--- src/rtl/uart_pkg.sv ---
// Shared definitions for the memory-mapped UART transmitter.
// FSM encoding, register offsets and STATUS bit layout.
package uart_pkg;

   typedef enum logic [1:0] {
      ST_IDLE  = 2'd0,
      ST_START = 2'd1,
      ST_DATA  = 2'd2,
      ST_STOP  = 2'd3
   } tx_state_t;

   localparam logic [31:0] OFF_TXDATA = 32'h0000_0000;
   localparam logic [31:0] OFF_STATUS = 32'h0000_0004;

   localparam int STAT_FULL    = 0;
   localparam int STAT_EMPTY   = 1;
   localparam int STAT_BUSY    = 2;
   localparam int STAT_OVF     = 3;
   localparam int STAT_CNT_LSB = 8;

endpackage

--- src/rtl/sync_fifo.sv ---
// Synchronous FIFO with the head entry always visible on rdata.
// Pointers wrap modulo DEPTH (power of 2); count spans 0..DEPTH.
module sync_fifo #(
   parameter int WIDTH = 8,
   parameter int DEPTH = 16
) (
   input  logic                   clk,
   input  logic                   rst_n,
   input  logic                   push,
   input  logic [WIDTH-1:0]       wdata,
   input  logic                   pop,
   output logic [WIDTH-1:0]       rdata,
   output logic                   full,
   output logic                   empty,
   output logic [$clog2(DEPTH):0] count
);

   localparam int AW = $clog2(DEPTH);
   localparam logic [AW:0] DEPTH_C = (AW+1)'(DEPTH);

   logic [WIDTH-1:0] mem [DEPTH];
   logic [AW-1:0]    wr_ptr;
   logic [AW-1:0]    rd_ptr;
   logic             do_push;
   logic             do_pop;

   assign full    = (count == DEPTH_C);
   assign empty   = (count == '0);
   assign do_push = push & ~full;
   assign do_pop  = pop & ~empty;
   assign rdata   = mem[rd_ptr];

   always_ff @(posedge clk) begin
      if (do_push) mem[wr_ptr] <= wdata;
   end

   always_ff @(posedge clk or negedge rst_n) begin
      if (!rst_n) begin
         wr_ptr <= '0;
         rd_ptr <= '0;
         count  <= '0;
      end else begin
         if (do_push) wr_ptr <= wr_ptr + AW'(1);
         if (do_pop)  rd_ptr <= rd_ptr + AW'(1);
         case ({do_push, do_pop})
            2'b10:   count <= count + (AW+1)'(1);
            2'b01:   count <= count - (AW+1)'(1);
            default: ;
         endcase
      end
   end

endmodule

--- src/rtl/mmio_uart_tx.sv ---
// Memory-mapped 8N1 UART transmitter with a TX FIFO.
// TXDATA at BASE+0, STATUS at BASE+4 (overflow is write-1-clear).
module mmio_uart_tx
   import uart_pkg::*;
#(
   parameter int unsigned CLK_HZ     = 12000000,
   parameter int unsigned BAUD       = 115200,
   parameter int unsigned FIFO_DEPTH = 16,
   parameter logic [31:0] BASE_ADDR  = 32'h0000_FFE0
) (
   input  logic        clk,
   input  logic        rst_n,
   input  logic        write_mem,
   input  logic [31:0] write_address,
   input  logic [31:0] write_data,
   input  logic [31:0] read_address,
   output logic [31:0] read_data,
   output logic        tx,
   output logic        irq_empty
);

   localparam int unsigned CLKS_PER_BIT = CLK_HZ / BAUD;
   localparam int BW = (CLKS_PER_BIT > 1) ? $clog2(CLKS_PER_BIT) : 1;
   localparam logic [BW-1:0] BAUD_LAST = BW'(CLKS_PER_BIT - 1);
   localparam int CW = $clog2(FIFO_DEPTH) + 1;
   localparam logic [31:0] TXDATA_ADDR = BASE_ADDR + OFF_TXDATA;
   localparam logic [31:0] STATUS_ADDR = BASE_ADDR + OFF_STATUS;

   tx_state_t     state, state_n;
   logic [BW-1:0] baud_cnt, baud_n;
   logic [2:0]    bit_idx, idx_n;
   logic [7:0]    shreg, sh_n;
   logic          tx_n;
   logic          bit_end;
   logic          pop;
   logic          tx_busy;
   logic          overflow;

   logic          wr_txdata;
   logic          wr_status;
   logic          rd_status;
   logic [31:0]   status_w;

   logic [7:0]    fifo_rdata;
   logic          fifo_full;
   logic          fifo_empty;
   logic [CW-1:0] fifo_count;

   logic          unused_bits;
   assign unused_bits = ^{write_data[31:8], write_address[1:0],
                          read_address[1:0]};

   assign wr_txdata = write_mem &&
                      (write_address[31:2] == TXDATA_ADDR[31:2]);
   assign wr_status = write_mem &&
                      (write_address[31:2] == STATUS_ADDR[31:2]);
   assign rd_status = (read_address[31:2] == STATUS_ADDR[31:2]);

   sync_fifo #(
      .WIDTH (8),
      .DEPTH (FIFO_DEPTH)
   ) u_fifo (
      .clk   (clk),
      .rst_n (rst_n),
      .push  (wr_txdata),
      .wdata (write_data[7:0]),
      .pop   (pop),
      .rdata (fifo_rdata),
      .full  (fifo_full),
      .empty (fifo_empty),
      .count (fifo_count)
   );

   assign tx_busy   = (state != ST_IDLE);
   assign irq_empty = fifo_empty && !tx_busy;
   assign bit_end   = (baud_cnt == BAUD_LAST);

   always_comb begin
      status_w = '0;
      status_w[STAT_FULL]  = fifo_full;
      status_w[STAT_EMPTY] = fifo_empty;
      status_w[STAT_BUSY]  = tx_busy;
      status_w[STAT_OVF]   = overflow;
      status_w[STAT_CNT_LSB +: 8] = 8'(fifo_count);
   end

   always_ff @(posedge clk or negedge rst_n) begin
      if (!rst_n) begin
         read_data <= '0;
         overflow  <= 1'b0;
      end else begin
         read_data <= rd_status ? status_w : '0;
         // A dropped push outranks a same-cycle clear.
         if (wr_txdata && fifo_full)
            overflow <= 1'b1;
         else if (wr_status && write_data[STAT_OVF])
            overflow <= 1'b0;
      end
   end

   always_comb begin
      state_n = state;
      baud_n  = baud_cnt;
      idx_n   = bit_idx;
      sh_n    = shreg;
      pop     = 1'b0;
      tx_n    = 1'b1;
      if (state != ST_IDLE)
         baud_n = bit_end ? '0 : baud_cnt + BW'(1);
      unique case (state)
         ST_IDLE: begin
            baud_n = '0;
            if (!fifo_empty) begin
               pop     = 1'b1;
               sh_n    = fifo_rdata;
               state_n = ST_START;
            end
         end
         ST_START: begin
            if (bit_end) state_n = ST_DATA;
         end
         ST_DATA: begin
            if (bit_end) begin
               idx_n = bit_idx + 3'd1;
               if (bit_idx == 3'd7) state_n = ST_STOP;
            end
         end
         ST_STOP: begin
            if (bit_end) state_n = ST_IDLE;
         end
      endcase
      // Line level follows the next state so tx is glitch-free.
      case (state_n)
         ST_START: tx_n = 1'b0;
         ST_DATA:  tx_n = sh_n[idx_n];
         default:  tx_n = 1'b1;
      endcase
   end

   always_ff @(posedge clk or negedge rst_n) begin
      if (!rst_n) begin
         state    <= ST_IDLE;
         baud_cnt <= '0;
         bit_idx  <= '0;
         shreg    <= '0;
         tx       <= 1'b1;
      end else begin
         state    <= state_n;
         baud_cnt <= baud_n;
         bit_idx  <= idx_n;
         shreg    <= sh_n;
         tx       <= tx_n;
      end
   end

endmodule
--- config.mk ---
export PLATFORM = sky130hd
export DESIGN_NAME = mmio_uart_tx
export DESIGN_NICKNAME = d
export VERILOG_FILES = /design/src/rtl/uart_pkg.sv /design/src/rtl/sync_fifo.sv /design/src/rtl/mmio_uart_tx.sv
export SDC_FILE = /design/constraint.sdc
export NUM_CORES = 1
export LEC_CHECK = 0
export BUFFER_PORTS_ARGS = -buffer_cell sky130_fd_sc_hd__buf_4
export CELL_PAD_IN_SITES_DETAIL_PLACEMENT = 0
export CELL_PAD_IN_SITES_GLOBAL_PLACEMENT = 1
export CORE_UTILIZATION = 40
export DETAILED_ROUTE_END_ITERATION = 8
export PLACE_DENSITY = 0.75
export RECOVER_POWER = 50
export SYNTH_ARGS = -nofsm -noshare
export SYNTH_HDL_FRONTEND = slang
export SYNTH_SLANG_ARGS = --single-unit
--- constraint.sdc ---
create_clock -name clk -period 5.25 [get_ports clk]
set_input_delay 0.2625 -clock clk [delete_from_list [all_inputs] [get_ports clk]]
set_output_delay 0.2625 -clock clk [all_outputs]
set_load 0.1 [all_outputs]
==> flow_summary.yaml, run 1 <==
global_routing:
  grt.met2_usage_pct: 26.7
  grt_most_used_layer: "met2"
  antenna_found_initial: 0
  grt_start_max_net_pins: 45
  grtUsageTotal_pct: 16.1
  use_met3_pct: 4.57
  vias_in_the_first_global_route: 4343
  grt_pass1_wl_mm: 23.2
  grt_use_met1_pct: 20.6
  global_route.overflow_total: 0
placement:
  placement.setup.worst_slack_ps: 1450
  port-buffer-count: 81
  globalplace.congestion: 0.794
  hpwl_mm: 10.0
floorplanning:
  core_area_um2: 18100
  floorplan_die_area_um2: 19200
  chipHeight_um: 139
  die_x_um: 139
  floorplan.initialDensity_pct: 41.2
  ioPinCount: 133
  fp-row-count: 49
clock_tree:
  clock_tree.root_cell: "clkbuf_16"
  cts_tree: "built"
  worstSkewPairLatency_ps: 430
  cts_num_sinks: 172
  ctsHtreeMaxLevel: 4
  hold_buffers: 1
  cts_max_path_buffers: 2
  cts_setup_buffers: 0
  tritoncts.num_buffers: 17
  clock_slew_seen_by_the_registers_of_the_worst_setup_and_hold_paths_ps: 70
  cts_resized: 0
logic_synthesis:
  synth.top_cells.by_area: "edfxtp_1, dfrtp_1, mux4_2, buf_4, ha_1"
  yosys_warnings: 0
  post_synth_most_frequent_cells: "edfxtp_1, dfrtp_1, nor2_1, mux4_2, buf_4"
  postSynth.asyncResetShare_pct: 25.6
  yosysSeqAreaShare_pct: 66.3
  synth_compound_area_share_pct: 6.01
  synth_most_common_cell: "edfxtp_1"
  dominantRegCellSynth: "edfxtp_1"
  post_synth_and_or_nand_nor_area_fraction_pct: 8.86
  synth_xor_area_share_pct: 2.23
  synth.avg_cell_area_um2: 15.3
  area_share_of_fa_ha_maj_cells_after_synthesis_pct: 2.01
  synth-edff-count: 128
  flop_and_latch_count_out_of_synthesis: 172
  yosys-mux-area-fraction_pct: 10.2
  netlist_instances: 486
  cell_accounting_for_the_most_synthesized_area: "edfxtp_1"
  dominant_combinational_cell_family_by_area_after_synthesis: "multiplexers"
  synthesized_cell_area_um2: 7460
  netlist.area_leader.share_pct: 51.6
  cell_variety_after_synth: 56
detailed_routing:
  post_drt_via_cell_ratio: 5.27
  routedWlPerCell_um: 17.8
  drtIter0Drc: 326
  drc: 34
  routed_wl_mm: 14.5
  drtAntennaViolNets: 0
  detail_route.first_pass.iterations: 9
  num_vias: 4283
pwr:
  leakagePower_uw: 0.00321
  ir_drop_v: 0.000219
  netSwitchingFraction_pct: 23.1
  power_frac_clock_pct: 42.3
  power_per_cell_area_nw_per_um2: 326
  power.switching_uw: 656
  power.internal_uw: 2190
  power.sequential.fraction_pct: 52.1
  share_comb_of_total_power_pct: 5.6
worst_setup_path:
  critPathMaxFanout: 18
  timing.critical_path.from: "u_fifo.count[1]$_DFFE_PN0P_"
  critical_path_class: "reg -> reg"
  cp.required_ps: 5540
  r2r_start: "u_fifo.count[1]$_DFFE_PN0P_"
  setup.worst_path.end_class: "flop"
  data_arrival_critical_path_ps: 4090
  start_kind: "flop"
hold_path:
  worst_hold_path_type: "in -> reg"
  min-delay-start: "write_address[2]"
run_status:
  run_status: "finished with violations"
  failed_checks: "design-rule violations, max-capacitance violations, max-slew violations"
sta:
  period_share_pct: 72.4
  setup_repair_after_global_routing_missed_its_margin: "no"
  slew_headroom_pct: -57.1
  final_count_of_pins_violating_max_slew: 45
  setup_ws_ps: 1450
  final.setup.tns_ps: 0
  final.setup_skew_ps: 9.53
  worstMarginPinSlew_ps: 2360
  finalSetupViolCount: 0
  hold_violations: 0
  fmax_mhz: 263
  period_needed_ps: 3800
  finalHoldWorstSlack_ps: 37.0
layout:
  diodes: 0
  post_route_cells_drive_above_1_share_pct: 24.3
  fin_nets: 682
  area_growth_syn_to_layout_pct: 17.0
  fillers: 1508
job:
  max-cap-violations: 1
-- critical path: stages, from the launching register on --
cell and delay [ps]:
dfrtp_1 470, or4_4 640, o21ai_2 600, inv_1 240
ha_1 390, xor2_1 180, ha_1 220, o21a_1 170
o22a_1 190, a21oi_1 190, xor2_1 170, nor2_1 60
xor2_1 140
-- final cells by class --
type	count	area (um2)	share of cell area [%]
Tap cell	229	287	3.28
Sequential cell	172	4950	56.7
Multi-Input combinational cell	282	2270	26.1
Timing Repair Buffer	89	618	7.08
Clock buffer	18	429	4.92
Inverter	9	33.8	0.387
Clock inverter	14	135	1.55
-- per-layer routing --
layer  part of all wire (%)  up-vias
met5                      0        -
met4                    1.0        0
met3                    6.1       14
met2                     49      139
met1                     44     2132
li1                       -     1998
-- power by group through the flow --
stage | registers (uW) | logic, uW | clock network [uW]
floorplan | 1510 | 110 | 0
global placement | 1510 | 159 | 0
detailed placement | 1510 | 163 | 0
CTS | 1480 | 164 | 1230
global route | 1480 | 169 | 1280
finish | 1480 | 159 | 1200
-- final timing paths --
kind | end | slack [ps] | cells after the start
worst min register to register | baud_cnt[0]$_DFF_PN0_ | 460 | 1
min in group asynchronous | baud_cnt[4]$_DFF_PN0_ | 1100 | 2
worst min-delay path | overflow$_DFFE_PN0P_ | 40 | 2
worst max register to register | u_fifo.count[4]$_DFFE_PN0P_ | 1450 | 12
worst max-delay path | u_fifo.count[4]$_DFFE_PN0P_ | 1450 | 12
max in group asynchronous | u_fifo.rd_ptr[1]$_DFFE_PN0P_ | 2640 | 2
-- state kept, by name (all words and copies together) (netlist names) --
signal	flops
baud_cnt	7
bit_idx	3
overflow	1
read_data	9
shreg	8
state	2
tx	1
u_fifo.count	5
u_fifo.mem	128
u_fifo.rd_ptr	4
u_fifo.wr_ptr	4
-- per-stage QoR --
| stage | power [uW] | util [%] | cell area (um2) | std cells |
|---|---|---|---|---|
| floorplan | 1620 | - | 7540 | 508 |
| global placement | 1670 | 45.4 | 8200 | 780 |
| detailed placement | 1670 | 45.4 | 8200 | 780 |
| CTS | 2870 | 48.5 | 8780 | 813 |
| global route | 2930 | 48.2 | 8720 | 813 |
| finish | 2840 | 48.2 | 8720 | 813 |
-- placed cells by master (no fill, tap or decap), types with 12 or more instances in the layout --
master	instances
nor2_1	31
ha_1	12
nor4_1	12
dfrtp_1	42
mux4_2	27
clkbuf_16	17
conb_1	23
edfxtp_1	128
buf_4	74
clkbuf_1	15
nand2_1	24
-- cell families (layout without fill, tap and decap cells) --
kind of cell               after synthesis  count (layout)
muxes                                   42              42
AOI/OAI and AO/OA                       60              60
buffers and inverters                   54             130
and+or+nand+nor                        126             126
adders and majority gates               12              12
DFF                                    172             172
other                                    1              23
xor gates and xnor gates                19              19
No activity file was read; power rests on OpenSTA's default activity.
==> run 2: changes to the inputs <==
clock period = 3.8 ns   (was 5.25 ns; I/O delays follow)
==> run 2 against run 1 <==
Net effect:
- the run still ends with design-rule violations, max-capacitance violations, max-slew violations left
- die area unchanged
- via count up 1.0%
- register-to-register slack worse by 840 ps
- non-clock buffer count up 11
- utilization up 0.57 points
- critical path type unchanged
- sequential cell count unchanged
- largest power group unchanged
- power up 39%
- worst setup slack worse by 840 ps
- combinational power up 40%
- global-route usage up 0.16 points
- sequential power up 39%
- cell area up 1.2%
==> flow_summary.yaml, run 2 (same netlist as run 1, synthesis figures left out) <==
run_status:
  run_status: "finished with violations"
  failed_checks: "design-rule violations, max-capacitance violations, max-slew violations"
hold_path:
  hold_end: "overflow$_DFFE_PN0P_"
  min-delay-start: "write_address[9]"
  worst_hold_path_type: "in -> reg"
  hold-path-cell-count: 6
global_routing:
  grt_pass1_wl_mm: 23.7
  global_route.overflow_total: 0
  grt_start_max_net_pins: 45
  vias_in_the_first_global_route: 4551
  antenna_found_initial: 0
  grtUsageTotal_pct: 16.3
clock_tree:
  clock_slew_seen_by_the_registers_of_the_worst_setup_and_hold_paths_ps: 60
  hold_buffers: 2
  cts_num_sinks: 172
  tritoncts.num_buffers: 17
  worstSkewPairLatency_ps: 420
  cts_setup_buffers: 0
  cts_tree: "built"
  clock_tree.root_cell: "clkbuf_16"
  ctsHtreeMaxLevel: 4
  cts_max_path_buffers: 2
  cts_resized: 0
floorplanning:
  chipHeight_um: 139
  core_area_um2: 18100
  die_x_um: 139
  floorplan_die_area_um2: 19200
  floorplan.initialDensity_pct: 41.2
  fp-row-count: 49
  ioPinCount: 133
worst_setup_path:
  setup.worst_path.end_class: "flop"
  start_kind: "flop"
  critical_path_class: "reg -> reg"
  setup.reg_to_reg.worst_slack_ps: 610
  r2r.worst_path.cells: 12
  cp.required_ps: 4080
  r2r_start: "u_fifo.count[1]$_DFFE_PN0P_"
  critical_path.reg2reg.endpoint: "u_fifo.count[4]$_DFFE_PN0P_"
  critPathMaxFanout: 9
  data_arrival_critical_path_ps: 3470
layout:
  fin_nets: 693
  layout.cell_area.non_filler_um2: 8830
  final_core_util_pct: 48.8
  diodes: 0
  largest_registers: "u_fifo.mem (128), read_data (9), shreg (8)"
  mostFrequentLayoutCell: "edfxtp_1"
  largest_register_ffs: 128
  post_route_cells_drive_above_1_share_pct: 25.7
  largest_register: "u_fifo.mem"
  area_growth_syn_to_layout_pct: 18.4
  mostFrequentLayoutCells: "edfxtp_1, buf_4, dfrtp_1, nor2_1, mux4_2"
sta:
  final.setup.tns_ps: 0
  period_share_pct: 84.0
  final_count_of_pins_violating_max_slew: 45
  hold_violations: 0
  period_needed_ps: 3190
  final.setup_skew_ps: 11.7
  finalSetupViolCount: 0
  worstMarginPinSlew_ps: 2380
  setup_repair_after_global_routing_missed_its_margin: "no"
  slew_headroom_pct: -58.8
  fmax_mhz: 313
  finalHoldWorstSlack_ps: 205
placement:
  port-buffer-count: 81
  hpwl_mm: 10.4
  placed_area_um2: 8280
  globalplace.congestion: 0.794
detailed_routing:
  detail_route.first_pass.iterations: 9
  routedWlPerCell_um: 17.7
  routed_wl_mm: 14.6
  drtAntennaViolNets: 0
  num_vias: 4327
  drc: 32
  drtIter0Drc: 261
  post_drt_via_cell_ratio: 5.25
pwr:
  power.total_uw: 3940
  power_per_cell_area_nw_per_um2: 446
  leakagePower_uw: 0.00327
  ir_drop_v: 0.000334
job:
  max-cap-violations: 1
-- run 2: worst max-delay path: stages, from the launching register on --
cell	delay [ps]
dfrtp_1	470
or4_4	640
o21ai_2	160
inv_1	120
ha_1	340
xor2_1	190
ha_1	230
o21a_1	180
o22a_1	190
a21oi_1	170
xor2_1	160
nor2_1	60
xor2_1	140
-- run 2: routing by layer --
metal	vias up	part of all wire (%)	wire, um	global-route usage (%)
met4	0	0.38	56	6.21
met1	2181	42	6190	19.8
met3	4	5.7	838	4.33
met2	122	52	7520	27.8
met5	-	0	0	0
li1	2020	-	-	-
-- run 2: through the flow --
stage | worst slack [ps] | std cells
finish | 608 | 824
global route | 473 | 824
CTS | 605 | 824
detailed placement | 456 | 790
global placement | 577 | 790
floorplan | 394 | 508
-- run 2: area by class of cell --
type	instances	area, um2
clock buffers	18	429
clock inverters	14	144
fillers	1503	9260
inverters	9	33.8
multi-input cells	282	2280
flip-flops and latches	172	4950
well taps	229	287
repair buffers	100	707
-- run 2: how the worst max path moves through the flow --
stage	to	start	depth (start not counted)
6_report	u_fifo.count[4]$_DFFE_PN0P_	u_fifo.count[1]$_DFFE_PN0P_	12
5_1_grt	u_fifo.count[4]$_DFFE_PN0P_	u_fifo.count[1]$_DFFE_PN0P_	12
4_1_cts	u_fifo.count[4]$_DFFE_PN0P_	u_fifo.count[1]$_DFFE_PN0P_	12
3_5_place_dp	u_fifo.count[4]$_DFFE_PN0P_	write_address[27]	15
3_3_place_gp	u_fifo.count[4]$_DFFE_PN0P_	write_address[25]	15
2_1_floorplan	u_fifo.count[4]$_DFFE_PN0P_	u_fifo.count[1]$_DFFE_PN0P_	16
-- run 2: where the power goes --
group	total [uW]	switching (uW)	internal, uW
clock network	1670	701	969
logic	223	157	65.9
registers	2050	6.94	2040
